==> src/rtl/tnn_feature_framer_pkg.sv <==
// Shared types and defaults for the TNN feature framer: FSM states, widths,
// and a helper that pulls one feature's threshold triple out of the packed table.
package tnn_frame_pkg;

    typedef enum logic [1:0] {
        COLLECT = 2'd0,
        DISCARD = 2'd1,
        EVAL    = 2'd2,
        OUT     = 2'd3
    } state_e;

    localparam int DEF_N_FEAT = 5;
    localparam int DEF_RAW_W  = 8;
    localparam int DEF_Q_W    = 2;
    localparam int DEF_CNT_W  = 16;
    localparam int DEF_THR_W  = 3 * DEF_RAW_W;

    // Triple is {T3,T2,T1}, lowest threshold in the low byte.
    function automatic logic [DEF_THR_W-1:0] thr_slice(
        input logic [DEF_N_FEAT*DEF_THR_W-1:0] thr,
        input int                              k
    );
        return thr[k*DEF_THR_W +: DEF_THR_W];
    endfunction

endpackage

==> src/rtl/tnn_feature_framer_if.sv <==
// Raw feature stream in and class result stream out, bundled for the framer.
interface tnn_feature_framer_if #(
    parameter int RAW_W = 8
) ();
    logic             s_valid;
    logic             s_ready;
    logic [RAW_W-1:0] s_data;
    logic             s_last;
    logic             m_valid;
    logic             m_ready;
    logic             m_class;

    modport master (
        output s_valid, s_data, s_last, m_ready,
        input  s_ready, m_valid, m_class
    );

    modport slave (
        input  s_valid, s_data, s_last, m_ready,
        output s_ready, m_valid, m_class
    );
endinterface

==> src/rtl/tnn_feature_framer_quant.sv <==
// Three-threshold quantizer: counts how many thresholds the raw value meets,
// so a value equal to a threshold lands in the upper bin.
module tnn_thr_quant #(
    parameter int RAW_W = 8
) (
    input  logic [RAW_W-1:0]   x_i,
    input  logic [3*RAW_W-1:0] thr_i,
    output logic [1:0]         q_o
);
    logic ge1, ge2, ge3;

    assign ge1 = (x_i >= thr_i[0*RAW_W +: RAW_W]);
    assign ge2 = (x_i >= thr_i[1*RAW_W +: RAW_W]);
    assign ge3 = (x_i >= thr_i[2*RAW_W +: RAW_W]);
    assign q_o = {1'b0, ge1} + {1'b0, ge2} + {1'b0, ge3};
endmodule

==> src/rtl/tnn_feature_framer.sv <==
// Frames raw feature beats into one quantized sample for the TNN classifier,
// registers the returned class bit and hands it downstream with usage counters.
module tnn_feature_framer
    import tnn_frame_pkg::*;
#(
    parameter int                        N_FEAT = DEF_N_FEAT,
    parameter int                        RAW_W  = DEF_RAW_W,
    parameter int                        Q_W    = DEF_Q_W,
    parameter logic [N_FEAT*3*RAW_W-1:0] THR    = {N_FEAT{8'd192, 8'd128, 8'd64}},
    parameter int                        CNT_W  = DEF_CNT_W
) (
    input  logic                    clk,
    input  logic                    rst_n,
    tnn_feature_framer_if.slave     bus,
    output logic [N_FEAT*Q_W-1:0]   cls_feat,
    input  logic                    cls_in,
    output logic                    err_frame,
    output logic [CNT_W-1:0]        sample_cnt,
    output logic [CNT_W-1:0]        pos_cnt
);
    localparam int IDX_W = (N_FEAT > 1) ? $clog2(N_FEAT) : 1;
    localparam int THR_W = 3 * RAW_W;
    localparam logic [IDX_W-1:0] IDX_LAST = IDX_W'(N_FEAT - 1);

    state_e                         state_q;
    logic [IDX_W-1:0]               idx_q;
    logic [N_FEAT-1:0][Q_W-1:0]     slot_q, slot_d;
    logic [N_FEAT-1:0][Q_W-1:0]     cls_feat_q;
    logic                           s_ready_q;
    logic                           m_valid_q;
    logic                           m_class_q;
    logic                           err_q;
    logic [CNT_W-1:0]               sample_cnt_q;
    logic [CNT_W-1:0]               pos_cnt_q;

    logic [THR_W-1:0]               thr_sel;
    logic [1:0]                     q;
    logic                           accept;
    logic                           idx_last;
    logic                           handoff;

    // One shared quantizer; thresholds follow the slot being filled.
    assign thr_sel = THR[32'(idx_q)*THR_W +: THR_W];

    tnn_thr_quant #(.RAW_W(RAW_W)) u_quant (
        .x_i   (bus.s_data),
        .thr_i (thr_sel),
        .q_o   (q)
    );

    assign accept   = bus.s_valid & s_ready_q;
    assign idx_last = (idx_q == IDX_LAST);
    assign handoff  = m_valid_q & bus.m_ready;

    // Slot image including the beat being accepted this cycle, so the final
    // beat can go straight into cls_feat without an extra cycle.
    always_comb begin
        slot_d        = slot_q;
        slot_d[idx_q] = Q_W'(q);
    end

    always_ff @(posedge clk or negedge rst_n) begin
        if (!rst_n) begin
            state_q      <= COLLECT;
            idx_q        <= '0;
            slot_q       <= '0;
            cls_feat_q   <= '0;
            s_ready_q    <= 1'b0;
            m_valid_q    <= 1'b0;
            m_class_q    <= 1'b0;
            err_q        <= 1'b0;
            sample_cnt_q <= '0;
            pos_cnt_q    <= '0;
        end else begin
            err_q <= 1'b0;
            unique case (state_q)
                COLLECT: begin
                    s_ready_q <= 1'b1;
                    if (accept) begin
                        slot_q <= slot_d;
                        if (idx_last) begin
                            idx_q <= '0;
                            if (bus.s_last) begin
                                s_ready_q  <= 1'b0;
                                cls_feat_q <= slot_d;
                                state_q    <= EVAL;
                            end else begin
                                err_q   <= 1'b1;
                                state_q <= DISCARD;
                            end
                        end else if (bus.s_last) begin
                            err_q <= 1'b1;
                            idx_q <= '0;
                        end else begin
                            idx_q <= idx_q + 1'b1;
                        end
                    end
                end
                DISCARD: begin
                    s_ready_q <= 1'b1;
                    if (accept && bus.s_last) state_q <= COLLECT;
                end
                EVAL: begin
                    // cls_feat has been stable for a full cycle; the classifier has settled.
                    m_class_q <= cls_in;
                    m_valid_q <= 1'b1;
                    state_q   <= OUT;
                end
                OUT: begin
                    if (handoff) begin
                        m_valid_q <= 1'b0;
                        s_ready_q <= 1'b1;
                        state_q   <= COLLECT;
                        if (sample_cnt_q != '1) sample_cnt_q <= sample_cnt_q + 1'b1;
                        if (m_class_q && (pos_cnt_q != '1)) pos_cnt_q <= pos_cnt_q + 1'b1;
                    end
                end
                default: state_q <= COLLECT;
            endcase
        end
    end

    assign bus.s_ready = s_ready_q;
    assign bus.m_valid = m_valid_q;
    assign bus.m_class = m_class_q;
    assign cls_feat    = cls_feat_q;
    assign err_frame   = err_q;
    assign sample_cnt  = sample_cnt_q;
    assign pos_cnt     = pos_cnt_q;

endmodule
==> src/flat_wrapper.sv <==
// flat-port wrapper written by rule: the top's interface ports become plain ports
module tnn_feature_framer_flat import tnn_frame_pkg::*;
#(
    parameter int                        N_FEAT = DEF_N_FEAT,
    parameter int                        RAW_W  = DEF_RAW_W,
    parameter int                        Q_W    = DEF_Q_W,
    parameter logic [N_FEAT*3*RAW_W-1:0] THR    = {N_FEAT{8'd192, 8'd128, 8'd64}},
    parameter int                        CNT_W  = DEF_CNT_W
)
  (clk, rst_n, cls_feat, cls_in, err_frame, sample_cnt, pos_cnt, bus_s_valid, bus_s_data, bus_s_last, bus_m_ready, bus_s_ready, bus_m_valid, bus_m_class);
  tnn_feature_framer_if #(.RAW_W(RAW_W)) bus_i ();
  input  logic clk;
  input  logic rst_n;
  output logic [N_FEAT*Q_W-1:0] cls_feat;
  input  logic cls_in;
  output logic err_frame;
  output logic [CNT_W-1:0] sample_cnt;
  output logic [CNT_W-1:0] pos_cnt;
  input wire logic [$bits(bus_i.s_valid)-1:0] bus_s_valid;
  input wire logic [$bits(bus_i.s_data)-1:0] bus_s_data;
  input wire logic [$bits(bus_i.s_last)-1:0] bus_s_last;
  input wire logic [$bits(bus_i.m_ready)-1:0] bus_m_ready;
  output wire logic [$bits(bus_i.s_ready)-1:0] bus_s_ready;
  output wire logic [$bits(bus_i.m_valid)-1:0] bus_m_valid;
  output wire logic [$bits(bus_i.m_class)-1:0] bus_m_class;
  assign bus_i.s_valid = bus_s_valid;
  assign bus_i.s_data = bus_s_data;
  assign bus_i.s_last = bus_s_last;
  assign bus_i.m_ready = bus_m_ready;
  assign bus_s_ready = bus_i.s_ready;
  assign bus_m_valid = bus_i.m_valid;
  assign bus_m_class = bus_i.m_class;
  tnn_feature_framer #(.N_FEAT(N_FEAT), .RAW_W(RAW_W), .Q_W(Q_W), .THR(THR), .CNT_W(CNT_W)) u_core (.clk(clk), .rst_n(rst_n), .bus(bus_i), .cls_feat(cls_feat), .cls_in(cls_in), .err_frame(err_frame), .sample_cnt(sample_cnt), .pos_cnt(pos_cnt));
endmodule
==> config.mk <==
export PLATFORM = sky130hd
export DESIGN_NAME = tnn_feature_framer_flat
export DESIGN_NICKNAME = d
export VERILOG_FILES = /design/src/rtl/tnn_feature_framer_pkg.sv /design/src/rtl/tnn_feature_framer_if.sv /design/src/rtl/tnn_feature_framer_quant.sv /design/src/rtl/tnn_feature_framer.sv /design/src/flat_wrapper.sv
export SDC_FILE = /design/constraint.sdc
export NUM_CORES = 1
export LEC_CHECK = 0
export ABC_CLOCK_PERIOD_IN_PS = 7400
export CAP_MARGIN = 20
export CORE_ASPECT_RATIO = 1.1
export CORE_MARGIN = 2
export CORE_UTILIZATION = 35
export CTS_CLUSTER_SIZE = 24
export DETAILED_ROUTE_END_ITERATION = 10
export PLACE_DENSITY = 0.55
export RECOVER_POWER = 25
export SLEW_MARGIN = 20
export SYNTH_ARGS = -nofsm -noshare
export SYNTH_HDL_FRONTEND = slang
export SYNTH_SLANG_ARGS = --single-unit
==> constraint.sdc <==
create_clock -name clk -period 7.4 [get_ports clk]
set_input_delay 1.48 -clock clk [delete_from_list [all_inputs] [get_ports clk]]
set_output_delay 1.48 -clock clk [all_outputs]
set_load 0.02 [all_outputs]
; ---- Word-level counts from Yosys, hierarchy flattened
; Index checks and enable logic that the tools add are counted.
[word_totals]
wordCells = 77
output_inout_bits = 46
regBits = 61
[op_classes]
multipliers = 1
n_shift = 1
n_addsub = 5
bitwise = 2
mux = 22
n_eq_ne = 10
n_reduce_logical = 13
order_cmp = 5
[ops]
columns = op, count
row1 = $shiftx 120x9->24 const A, 1
row2 = $add 16x1->16 const B, 2
row3 = $ne 16x16->1 const B, 2
row4 = $ge 8x8->1, 3
row5 = $mux 2, 6
row6 = $bwmux 10, 1
row7 = $mux 1, 9
row8 = $ne 2x1->1 const B, 4
row9 = $pmux 2 s4, 1
row10 = $reduce_and 4->1, 2
row11 = $demux 2 s3, 1
row12 = $mux 3, 2
row13 = $reduce_and 2->1, 3
row14 = $reduce_and 3->1, 2
row15 = $mul 3x2->5 const B, 1
row16 = $eq 2x2->1 const B, 2
row17 = $lt 3x4->1 const B, 1
row18 = $add 3x1->3 const B, 1
row19 = $eq 3x3->1 const B, 1
row20 = $ge 3x1->1 const B, 1
row21 = $logic_and 1x1->1, 3
row22 = $pmux 1 s3, 1
row23 = $reduce_bool 3->1, 1
row24 = $add 1x1->2, 1
row25 = other kinds (6), 7

; ---- Logic depth before layout (Yosys ltp)
[logic_depth]
depth_word = 6
depth_mapped = 10
depth_no_buf = 9

; ---- Hierarchy
; Synthesis repeated with hierarchy kept, for this count alone.
[unflattened]
hier_cells = 344
hier_area_um2 = 3494.6
[modules_own_cells]
columns = mod, instances, area_each_um2, cells_each, seq_area_each_um2
row1 = tnn_feature_framer, 1, 2889.0, 270, 1526.5
row2 = tnn_thr_quant, 1, 605.6, 74, 0.0

; ---- Worst setup path after synthesis
; OpenSTA, ideal clock, no wires.
[synth_path]
kind = input-to-reg
startpoint = input bus_s_data[6]
endpoint = register u_core.cls_feat_q, in the netlist u_core.cls_feat[0]
setup_time_ps = 77
path_stages = 6
slack_ps = 4231
t_arrival_ps = 3092
t_required_ps = 7323
cell_sequence = ha_1 or3_1 fa_1 buf_1 mux2i_1 a21oi_1
[synth_via]
elab_chain_len = 4
[synth_rtl]
columns = element, line
row1 = "start, declared", flat_wrapper.sv:20  ; input wire logic [$bits(bus_i.s_data)-1:0] bus_s_data;
row2 = $ge 8x8->1 (on tied branches), "tnn_feature_framer_quant.sv:12, tnn_feature_framer_quant.sv:13"
row3 = $add 1x1->2, tnn_feature_framer_quant.sv:15  ; assign q_o = {1'b0, ge1} + {1'b0, ge2} + {1'b0, ge3};
row4 = $add 2x1->2 (*), tnn_feature_framer_quant.sv:15
row5 = $bwmux 10 (*), tnn_feature_framer.sv:59  ; slot_d[idx_q] = Q_W'(q);
row6 = "end signal, assigned", tnn_feature_framer.sv:85  ; cls_feat_q <= slot_d;
row7 = "end, declared", tnn_feature_framer.sv:28  ; logic [N_FEAT-1:0][Q_W-1:0] cls_feat_q;
; Mark *: on every way between the ends. The rest lies on a longest branch, timed or not.
; A chain may end at the register's enable or synchronous reset.

==> impl_results.md <==
- Worst hold path endpoint: u_core.sample_cnt[12]
- Worst hold margin: 500.4 ps
- Drt wl/cell: 13.80 um
- Status: finished, violations left
- Clock Sinks: 61
- HPWL after detailed placement: 4427 um
- Initial antenna violation count: 0
- Violated checks: max-capacitance violations, max-slew violations
- CTS tree: done
- Synth Area in Adders: 3.567%
- Post-synthesis compound-gate area fraction: 5.641%
- Grt ovf: 0
- Pwr Density: 297.0 mW/mm^2
- Clock latency on the worst-skew pair: 340 ps
- Crit path time final: 4175 ps
- Worst Hold Class: reg2reg
- DR pass1 iterations: 4
- Pre-CTS WS: 3680 ps
- Mapped Cells: 277
- Final period utilization: 56.42%
- Die area: 0.009379 mm^2
- Post-CTS sizing: 0
- Num CTS Buffers: 9
- Mux contribution to synthesized area: 9.249%
- CP endpoint kind: async pin
- Hold path depth: 1
- PnR Total Power: 1.142 mW
- Pin count of the biggest net entering global routing: 62
- Post-CTS setup buffers: 0
- Vias post-DR: 2272
- PortBufs: 53
- Clk_skew: 10.29 ps
- Worst R2R Setup Slack: 4670 ps
- Root Buffer: clkbuf_8
- CP delay by family, top: buffers and inverters
- Hold_sp: u_core.sample_cnt[12]
- Nets: 357
- Hold Fails Final Rpt: 0
- Cts hold-fix bufs: 0
- Startpoint Class: input pin
- Share of layout cells above drive strength 1: 12.35%
- Initial drt markers: 55
- Async set-reset flop share out of synthesis: 100.0%
- Max transition margin: -118.8%
- Final Max Tran Viols: 62
- Worst VDD drop: 0.1404 mV
- Post-synth top flop: dfrtp_1
- GRT Util Overall: 14.47%
- Critical Path Max Stage Delay: 2300 ps
- # IOs: 60
- FMAX: 239.5 MHz
- Core area: 0.008364 mm^2
- Post-synthesis simple-gate area fraction: 21.65%
- Crit path max fanout: 61
- Post-route setup slack: 3225 ps
- Arr. time, crit path: 3880 ps
- MaxCap Viol Count: 1
- Crit Reg-Reg Startpoint: u_core.idx_q[0]
- P_leak: 1.701 nW
- RSZ-0062 raised after global routing: false
- Crit path buffers/inverters: 2
- H-tree lvl count: 3
- Die X: 92.52 um
- Number of global-route vias before repair: 2197
- Xor/xnor cell area share of the yosys netlist: 6.968%
- Layout area overhead: 27.50%
- GP Congestion: 0.8058
- Diodes inserted: 0
- Clock buffer depth: 2
- Die Span Y: 101.4 um
- Distinct cells, synth: 44
- Number of flops mapped to enable cells by yosys: 0
- Row count: 35
- Final Util: 45.98%
- First-pass GRT wire length: 10450 um
- Reg clk slew, reported paths: 60 ps
- Initial Utilization: 36.07%
- Netlist Area Pre-Place: 0.003017 mm^2
- Main combinational cell family by area after synthesis: simple AND/OR/NAND/NOR gates
- Setup_tns: 0 ps
- Reg-to-reg endpoint: u_core.cls_feat[0]
- Syn_area_per_cell: 10.89 um^2
- Required @ worst endpoint: 7110 ps
- Number of antenna-violating nets in the routed design: 0
- Synthesis Warnings: 0
- Least-Margin Pin Slew: 3282 ps
- Final setup vio count: 0
- Post-synthesis sequential area ratio: 50.60%
- CP max stage cell: clkbuf_1
- Synthesized flop and latch total: 61
- Drt drc: 0
- Vias per cell: 5.038
- Syn_nets: 299
- Crit path kind: in2async
- Cell-by-cell trace of the critical path: buf_2 -> clkbuf_1
- Routed wire length: 6222 um
- Worst reg-to-reg path cell count: 8
-- synthesized netlist by cell type, types with 3 or more instances --
library cell	number	area share [%]
xnor2_1	11	3.2
and2_1	4	0.83
ha_1	7	2.9
nand3_1	9	1.5
and3_1	4	0.83
nand4_1	14	2.9
or3_1	3	0.62
xor2_1	13	3.8
a31oi_1	4	0.83
nor4_1	7	1.5
inv_1	7	0.87
mux2i_1	11	3.7
nor3_1	16	2.7
nand2_1	19	2.4
and4_1	4	1.2
nor2_1	20	2.5
mux2_2	15	5.6
dfrtp_1	61	51
or2_2	4	0.83
a21oi_1	13	2.2
-- final cells by class --
type                    instances  area [um^2]
clock buffers                  10        127.6
clock inverters                 6        63.81
fillers                       801         4518
inverters                       7        26.28
multi-input cells             201         1426
flip-flops and latches         61         1526
well taps                     111        138.9
repair buffers                 55        536.8
-- per-stage QoR --
step | area, um^2 | std cells
global route | 3846 | 451
detailed placement | 3659 | 435
CTS | 3850 | 451
global placement | 3659 | 435
floorplan | 3017 | 277
finish | 3846 | 451
-- placed cells by master, fill, tap and decap left out, types with 9 or more instances in the layout --
master           count
xnor2_1             11
nand4_1             14
clkdlybuf4s50_1     51
xor2_1              13
nand2_1             19
nand3_1              9
nor3_1              16
mux2i_1             11
a21oi_1             13
mux2_2              15
clkbuf_8             9
nor2_1              20
dfrtp_1             61
-- routing by layer --
layer	up-vias	global-route usage [%]	wire, um
met5	-	0	0
met4	0	6.544	134
met3	12	4.315	216
met2	39	22.57	2931
met1	1106	18.72	2940
li1	1115	-	-
-- sequential cells by signal (all words and copies together), names as in the netlist --
register            flops
u_core.state_q          2
u_core.bus.s_ready      1
u_core.cls_feat        10
u_core.err_frame        1
u_core.idx_q            3
u_core.bus.m_class      1
u_core.sample_cnt      16
u_core.pos_cnt         16
u_core.slot_q          10
u_core.bus.m_valid      1
-- worst max path at each step --
stage,from,endpoint,slack [ps],cells after the start
floorplan,bus_s_data[6],u_core.cls_feat[0],4230,6
global placement,bus_s_data[6],u_core.cls_feat[6],3710,6
detailed placement,bus_s_data[6],u_core.cls_feat[0],3680,6
CTS,bus_s_data[6],u_core.cls_feat[0],4030,6
global route,rst_n,u_core.cls_feat[1],2420,2
finish,rst_n,u_core.cls_feat[1],3220,2
-- cell families (layout without fill, tap and decap cells) --
logic type                 after synthesis  in the layout
muxes                                   26             26
and+or+nand+nor                        115            115
buffers and inverters                   15             78
DFF                                     61             61
xor gates and xnor gates                24             24
adders and majority gates                8              8
AOI/OAI and AO/OA                       28             28
-- report_power, final --
group,switching [mW],internal [mW]
Clock,0.134,0.155
Sequential,0.0625,0.412
Combinational,0.194,0.185
Total,0.390,0.752
Power figures use the tool's default switching activity.
